--- src/rtl/ifetch_unit.sv ---
`default_nettype none
// ============================================================================
// Module      : ifetch_unit
// Description : Fetch stage with PC, one-read-per-cycle IMEM interface and a
//               small circular instruction queue; handles redirects and
//               misaligned-target faults.
// Revision    : 1.0 - initial release
// ============================================================================
module ifetch_unit #(
   parameter int              XLEN     = 32,
   parameter logic [XLEN-1:0] RESET_PC = '0,
   parameter int              QDEPTH   = 4
) (
   input  logic            clk,
   input  logic            cpu_rst,
   input  logic            redirect_valid,
   input  logic [XLEN-1:0] redirect_pc,
   output logic            imem_rd_en,
   output logic [XLEN-1:0] imem_rd_addr,
   input  logic [XLEN-1:0] imem_rd_data,
   output logic            out_valid,
   input  logic            out_ready,
   output logic [XLEN-1:0] out_instr,
   output logic [XLEN-1:0] out_pc,
   output logic            out_fault
);

   localparam int            c_pw    = $clog2(QDEPTH);
   localparam int            c_cw    = c_pw + 1;
   localparam logic [c_cw:0] c_depth = (c_cw+1)'(QDEPTH);

   typedef enum logic [0:0] {
      S_FETCH = 1'b0,
      S_HALT  = 1'b1
   } state_t;

   state_t            r_state;
   state_t            w_state_nxt;
   logic [XLEN-1:0]   r_pc;
   logic              r_inflight;
   logic [XLEN-1:0]   r_inflight_pc;

   logic [XLEN-1:0]   r_q_instr [QDEPTH];
   logic [XLEN-1:0]   r_q_pc    [QDEPTH];
   logic [QDEPTH-1:0] r_q_fault;
   logic [c_pw-1:0]   r_rd_ptr;
   logic [c_pw-1:0]   r_wr_ptr;
   logic [c_cw-1:0]   r_count;

   logic              w_credit;
   logic              w_misaligned;
   logic              w_issue;
   logic              w_fault_push;
   logic              w_resp;
   logic              w_push;
   logic              w_pop;
   logic [XLEN-1:0]   w_push_instr;
   logic [XLEN-1:0]   w_push_pc;

   // Credits count the in-flight read so its response always has a free slot.
   assign w_credit     = ({1'b0, r_count} + {{c_cw{1'b0}}, r_inflight}) < c_depth;
   assign w_misaligned = (r_pc[1:0] != 2'b00);
   assign w_resp       = r_inflight & ~redirect_valid;
   assign out_valid    = (r_count != '0);
   assign w_pop        = out_valid & out_ready;
   assign w_push       = w_resp | w_fault_push;
   assign w_push_instr = w_fault_push ? '0 : imem_rd_data;
   assign w_push_pc    = w_fault_push ? r_pc : r_inflight_pc;

   assign imem_rd_en   = w_issue & ~cpu_rst;
   assign imem_rd_addr = r_pc;
   assign out_instr    = r_q_instr[r_rd_ptr];
   assign out_pc       = r_q_pc[r_rd_ptr];
   assign out_fault    = r_q_fault[r_rd_ptr];

   always_comb begin
      w_state_nxt  = r_state;
      w_issue      = 1'b0;
      w_fault_push = 1'b0;
      case (r_state)
         S_FETCH: begin
            if (!redirect_valid && w_credit) begin
               if (w_misaligned) begin
                  // A misaligned target only ever follows a redirect, so no read is in flight.
                  if (!r_inflight) begin
                     w_fault_push = 1'b1;
                     w_state_nxt  = S_HALT;
                  end
               end else begin
                  w_issue = 1'b1;
               end
            end
         end
         S_HALT:  ;
         default: w_state_nxt = S_FETCH;
      endcase
      if (redirect_valid)
         w_state_nxt = S_FETCH;
   end

   always_ff @(posedge clk or posedge cpu_rst) begin
      if (cpu_rst) begin
         r_state       <= S_FETCH;
         r_pc          <= RESET_PC;
         r_inflight    <= 1'b0;
         r_inflight_pc <= '0;
      end else begin
         r_state    <= w_state_nxt;
         r_inflight <= w_issue;
         if (w_issue)
            r_inflight_pc <= r_pc;
         if (redirect_valid)
            r_pc <= redirect_pc;
         else if (w_issue)
            r_pc <= r_pc + XLEN'(4);
      end
   end

   always_ff @(posedge clk or posedge cpu_rst) begin
      if (cpu_rst) begin
         for (int i = 0; i < QDEPTH; i++) begin
            r_q_instr[i] <= '0;
            r_q_pc[i]    <= '0;
         end
         r_q_fault <= '0;
         r_rd_ptr  <= '0;
         r_wr_ptr  <= '0;
         r_count   <= '0;
      end else if (redirect_valid) begin
         r_rd_ptr <= '0;
         r_wr_ptr <= '0;
         r_count  <= '0;
      end else begin
         if (w_push) begin
            r_q_instr[r_wr_ptr] <= w_push_instr;
            r_q_pc[r_wr_ptr]    <= w_push_pc;
            r_q_fault[r_wr_ptr] <= w_fault_push;
            r_wr_ptr            <= r_wr_ptr + c_pw'(1);
         end
         if (w_pop)
            r_rd_ptr <= r_rd_ptr + c_pw'(1);
         case ({w_push, w_pop})
            2'b10:   r_count <= r_count + c_cw'(1);
            2'b01:   r_count <= r_count - c_cw'(1);
            default: ;
         endcase
      end
   end

endmodule
`default_nettype wire

--- config.mk ---
export PLATFORM = sky130hd
export DESIGN_NAME = ifetch_unit
export DESIGN_NICKNAME = d
export VERILOG_FILES = /design/src/rtl/ifetch_unit.sv
export SDC_FILE = /design/constraint.sdc
export NUM_CORES = 1
export LEC_CHECK = 0
export ABC_AREA = 1
export CORE_MARGIN = 2
export CORE_UTILIZATION = 61
export DETAILED_ROUTE_END_ITERATION = 12
export PLACE_DENSITY = 0.85
export SYNTH_ARGS = -nofsm -noshare
export SYNTH_HDL_FRONTEND = slang
export SYNTH_SLANG_ARGS = --single-unit
--- constraint.sdc ---
create_clock -name clk -period 24.5 [get_ports clk]
set_clock_uncertainty 0.15 [all_clocks]
set_input_delay 4.9 -clock clk [delete_from_list [all_inputs] [get_ports clk]]
set_output_delay 4.9 -clock clk [all_outputs]
set_load 0.02 [all_outputs]
==> results.sh <==
export IMPL_pin_count=167
export IMPL_syn_num_nets=2071
export IMPL_drive_above_1_share_pct=4.58
export IMPL_synth_cell_types=31
export IMPL_synth_cells=1997
export IMPL_ant_nets=0
export IMPL_finalMaxSlewViolations=0
export IMPL_yosysWarnings=0
export IMPL_synthTopCellsByArea="dfrtp_1, nand2_1, o21ai_0, nor2_1, o22ai_1"
export IMPL_area_sequential_sq_um=8340
export IMPL_wl_per_cell_um=17.1
export IMPL_worstSetupPathType="in2out"
export IMPL_seq_area_frac_synth_pct=53.2
export IMPL_synth_top_area_share_pct=53.2
export IMPL_fmax_ghz=0.0834
export IMPL_dp_hpwl_um=24400
export IMPL_outcome="complete, no violations"
export IMPL_antenna_found_initial=0
export IMPL_synthAdderAreaFrac_pct=0.527
export IMPL_setup_violations=0
export IMPL_gp_congestion=0.957
export IMPL_synth_compound_area_share_pct=14.4
export IMPL_synth_simple_area_share_pct=25.6
export IMPL_die_w_um=164
export IMPL_cts_repair_resized=0
export IMPL_initial_core_util_pct=62.2
export IMPL_fin_crit_ns=11.99
export IMPL_clock_path_buffers=3
export IMPL_fin_area_sq_um=18400
export IMPL_critPathRequiredTime_ns=19.45
export IMPL_final_core_util_pct=73.0
export IMPL_rsz0062_at_grt="false"
export IMPL_multi_input_area_sq_um=6440
export IMPL_final_nets=2166
export IMPL_grt_start_max_net_pins=126
export IMPL_hold_violations=0
export IMPL_ir_worst_vdd_v=0.0000779
export IMPL_num_antenna_cells=0
export IMPL_muxShareOfSynthArea_pct=0
export IMPL_clk_latency_ns=0.52
export IMPL_slew_limit_headroom_pct=21.8
export IMPL_avgViaCountPerCell=5.80
export IMPL_power_per_cell_area_nw_per_um2=129
export IMPL_core_area_sq_um=25200
export IMPL_io_buffers=166
export IMPL_ys_ff_latch=333
export IMPL_cts_tree="done"
export IMPL_ctsHoldBuffers=0
export IMPL_firstDrtPassIters=7
export IMPL_power_w=0.00236
export IMPL_synth_top_family_by_area="simple AND/OR/NAND/NOR gates"
export IMPL_hold_path_class="reg2reg"
export IMPL_drt_total_wl_um=41900
export IMPL_clk_pin_slew_worst_paths_ns=0.05
export IMPL_min_period_over_period_pct=48.9
export IMPL_leakage_nw=8.96
export IMPL_avgSynthCellArea_sq_um=7.84
export IMPL_cts_max_level=2
export IMPL_fp_dieH_um=164
export IMPL_placementRows=58
export IMPL_fill_cells=1892
export IMPL_drt_iter0_drc=1668
export IMPL_grt_first_pass_wirelength_um=67500
export IMPL_maxCapViolations=0
export IMPL_worstPathMaxFanout=48
export IMPL_startpoint_type="input pin"
export IMPL_post_cts_buffers=0
export IMPL_crit_arrival_ns=6.94
export IMPL_areaGrowthSynthToFinish_pct=17.3
export IMPL_end_kind="output port"
export IMPL_worst_pin_slew_ns=1.17
export IMPL_grt_total_usage_pct=31.4
export IMPL_grt_ovfl_total=0
export IMPL_fin_tns_setup_ns=0
export IMPL_die_area_sq_um=27000
export IMPL_netlist_area_sq_um=15700
export IMPL_numCtsBuffers=36
export IMPL_drc=0
export IMPL_placed_cell_area_sq_um=17200
export IMPL_synth_xor_area_share_pct=0.503
export IMPL_yosysTopAreaCell="dfrtp_1"
export IMPL_root_buffer="clkbuf_16"
export IMPL_cts_sinks=333
export IMPL_vias=14200
export IMPL_grt_pass1_vias=13700
-- cell type report --
cell class	instances	share of cell area, %
Tap cell	330	2.25
Sequential cell	333	45.4
Inverter	74	1.56
Clock buffer	57	5.78
Multi-Input combinational cell	1466	35.0
Timing Repair Buffer	181	9.66
Clock inverter	6	0.341
-- flip-flops by register name, summed over array words and instances, names as in the netlist --
| register | cells |
|---|---|
| r_q_instr | 128 |
| imem_rd_addr | 32 |
| r_q_pc | 128 |
| r_wr_ptr | 2 |
| r_count | 3 |
| r_rd_ptr | 2 |
| r_state | 1 |
| r_inflight_pc | 32 |
| r_q_fault | 4 |
| r_inflight | 1 |
-- power by group --
group          switching (W)  total (W)  internal (W)  leakage (nW)
combinational       0.000575   0.000943      0.000367          4.14
clock               0.000212   0.000520      0.000308         0.551
sequential          0.000136   0.000901      0.000765          4.28
-- critical path: stages --
cell,delay (ns)
clkdlybuf4s50_1,0.45
buf_4,0.35
nor2_4,0.08
nand4_1,0.11
buf_4,0.39
nor2_1,0.07
clkdlybuf4s50_1,0.55
-- through the flow --
stage	hold WS, ns	setup slack, ns	cells
finish	0.325	12.51	2447
global route	0.342	12.36	2447
global placement	0.306	12.53	2384
CTS	0.326	12.51	2447
floorplan	0.294	10.23	1997
detailed placement	0.311	12.52	2384
-- kinds of logic (layout without fill, tap and decap cells) --
| family | after synthesis | after routing |
|---|---|---|
| XOR/XNOR | 9 | 9 |
| buffers and inverters | 198 | 318 |
| AO/OA/AOI/OAI | 419 | 419 |
| flip-flops | 333 | 333 |
| AND/OR/NAND/NOR | 1032 | 1032 |
| adder cells (fa/ha/maj) | 6 | 6 |
-- cells in the mapped netlist --
cell type,n
nand2_4,5
clkbuf_1,64
nand4_1,7
o22ai_1,65
buf_1,1
o21ai_1,18
a21boi_0,1
a22oi_1,1
nand3_1,44
o21bai_1,1
nand2_1,768
nand4_4,1
o21ai_0,304
buf_4,6
or2_2,1
a21oi_2,13
o211ai_1,6
nand2_2,2
o221ai_1,2
a21oi_1,8
ha_1,5
xnor2_1,3
fa_1,1
inv_2,5
xor2_1,6
nor2_4,1
dfrtp_1,333
buf_2,43
buf_6,10
inv_1,69
nor2_1,203
-- final timing paths --
path,to,slack [ns],depth (start not counted),startpoint
max in group asynchronous,r_q_instr[111],16.96,4,cpu_rst
setup / recovery,imem_rd_en,12.51,7,redirect_valid
hold / removal,r_q_pc[84],0.32,2,r_q_pc[84]
min in group asynchronous,r_q_pc[106],4.81,2,cpu_rst
hold reg to reg,r_q_pc[84],0.32,2,r_q_pc[84]
setup reg to reg,r_q_pc[89],20.84,8,r_count[2]
-- per-layer routing --
metal	track usage, %	part of all wire, %
met1	43.0	40
met2	50.5	47
met3	5.18	9.6
met4	12.4	3.4
met5	0	0
-- placed cells by master, fill, tap and decap left out, drive strengths merged, types with 3 or more instances in the layout --
| cell | n |
|---|---|
| nand2 | 775 |
| dfrtp | 333 |
| o21ai | 322 |
| nor2 | 204 |
| clkdlybuf4s50 | 166 |
| inv | 75 |
| o22ai | 65 |
| clkbuf | 57 |
| nand3 | 44 |
| a21oi | 21 |
| buf | 15 |
| nand4 | 8 |
| xor2 | 6 |
| o211ai | 6 |
| ha | 5 |
| clkinv | 4 |
| xnor2 | 3 |
(Power assumes the default switching activity.)
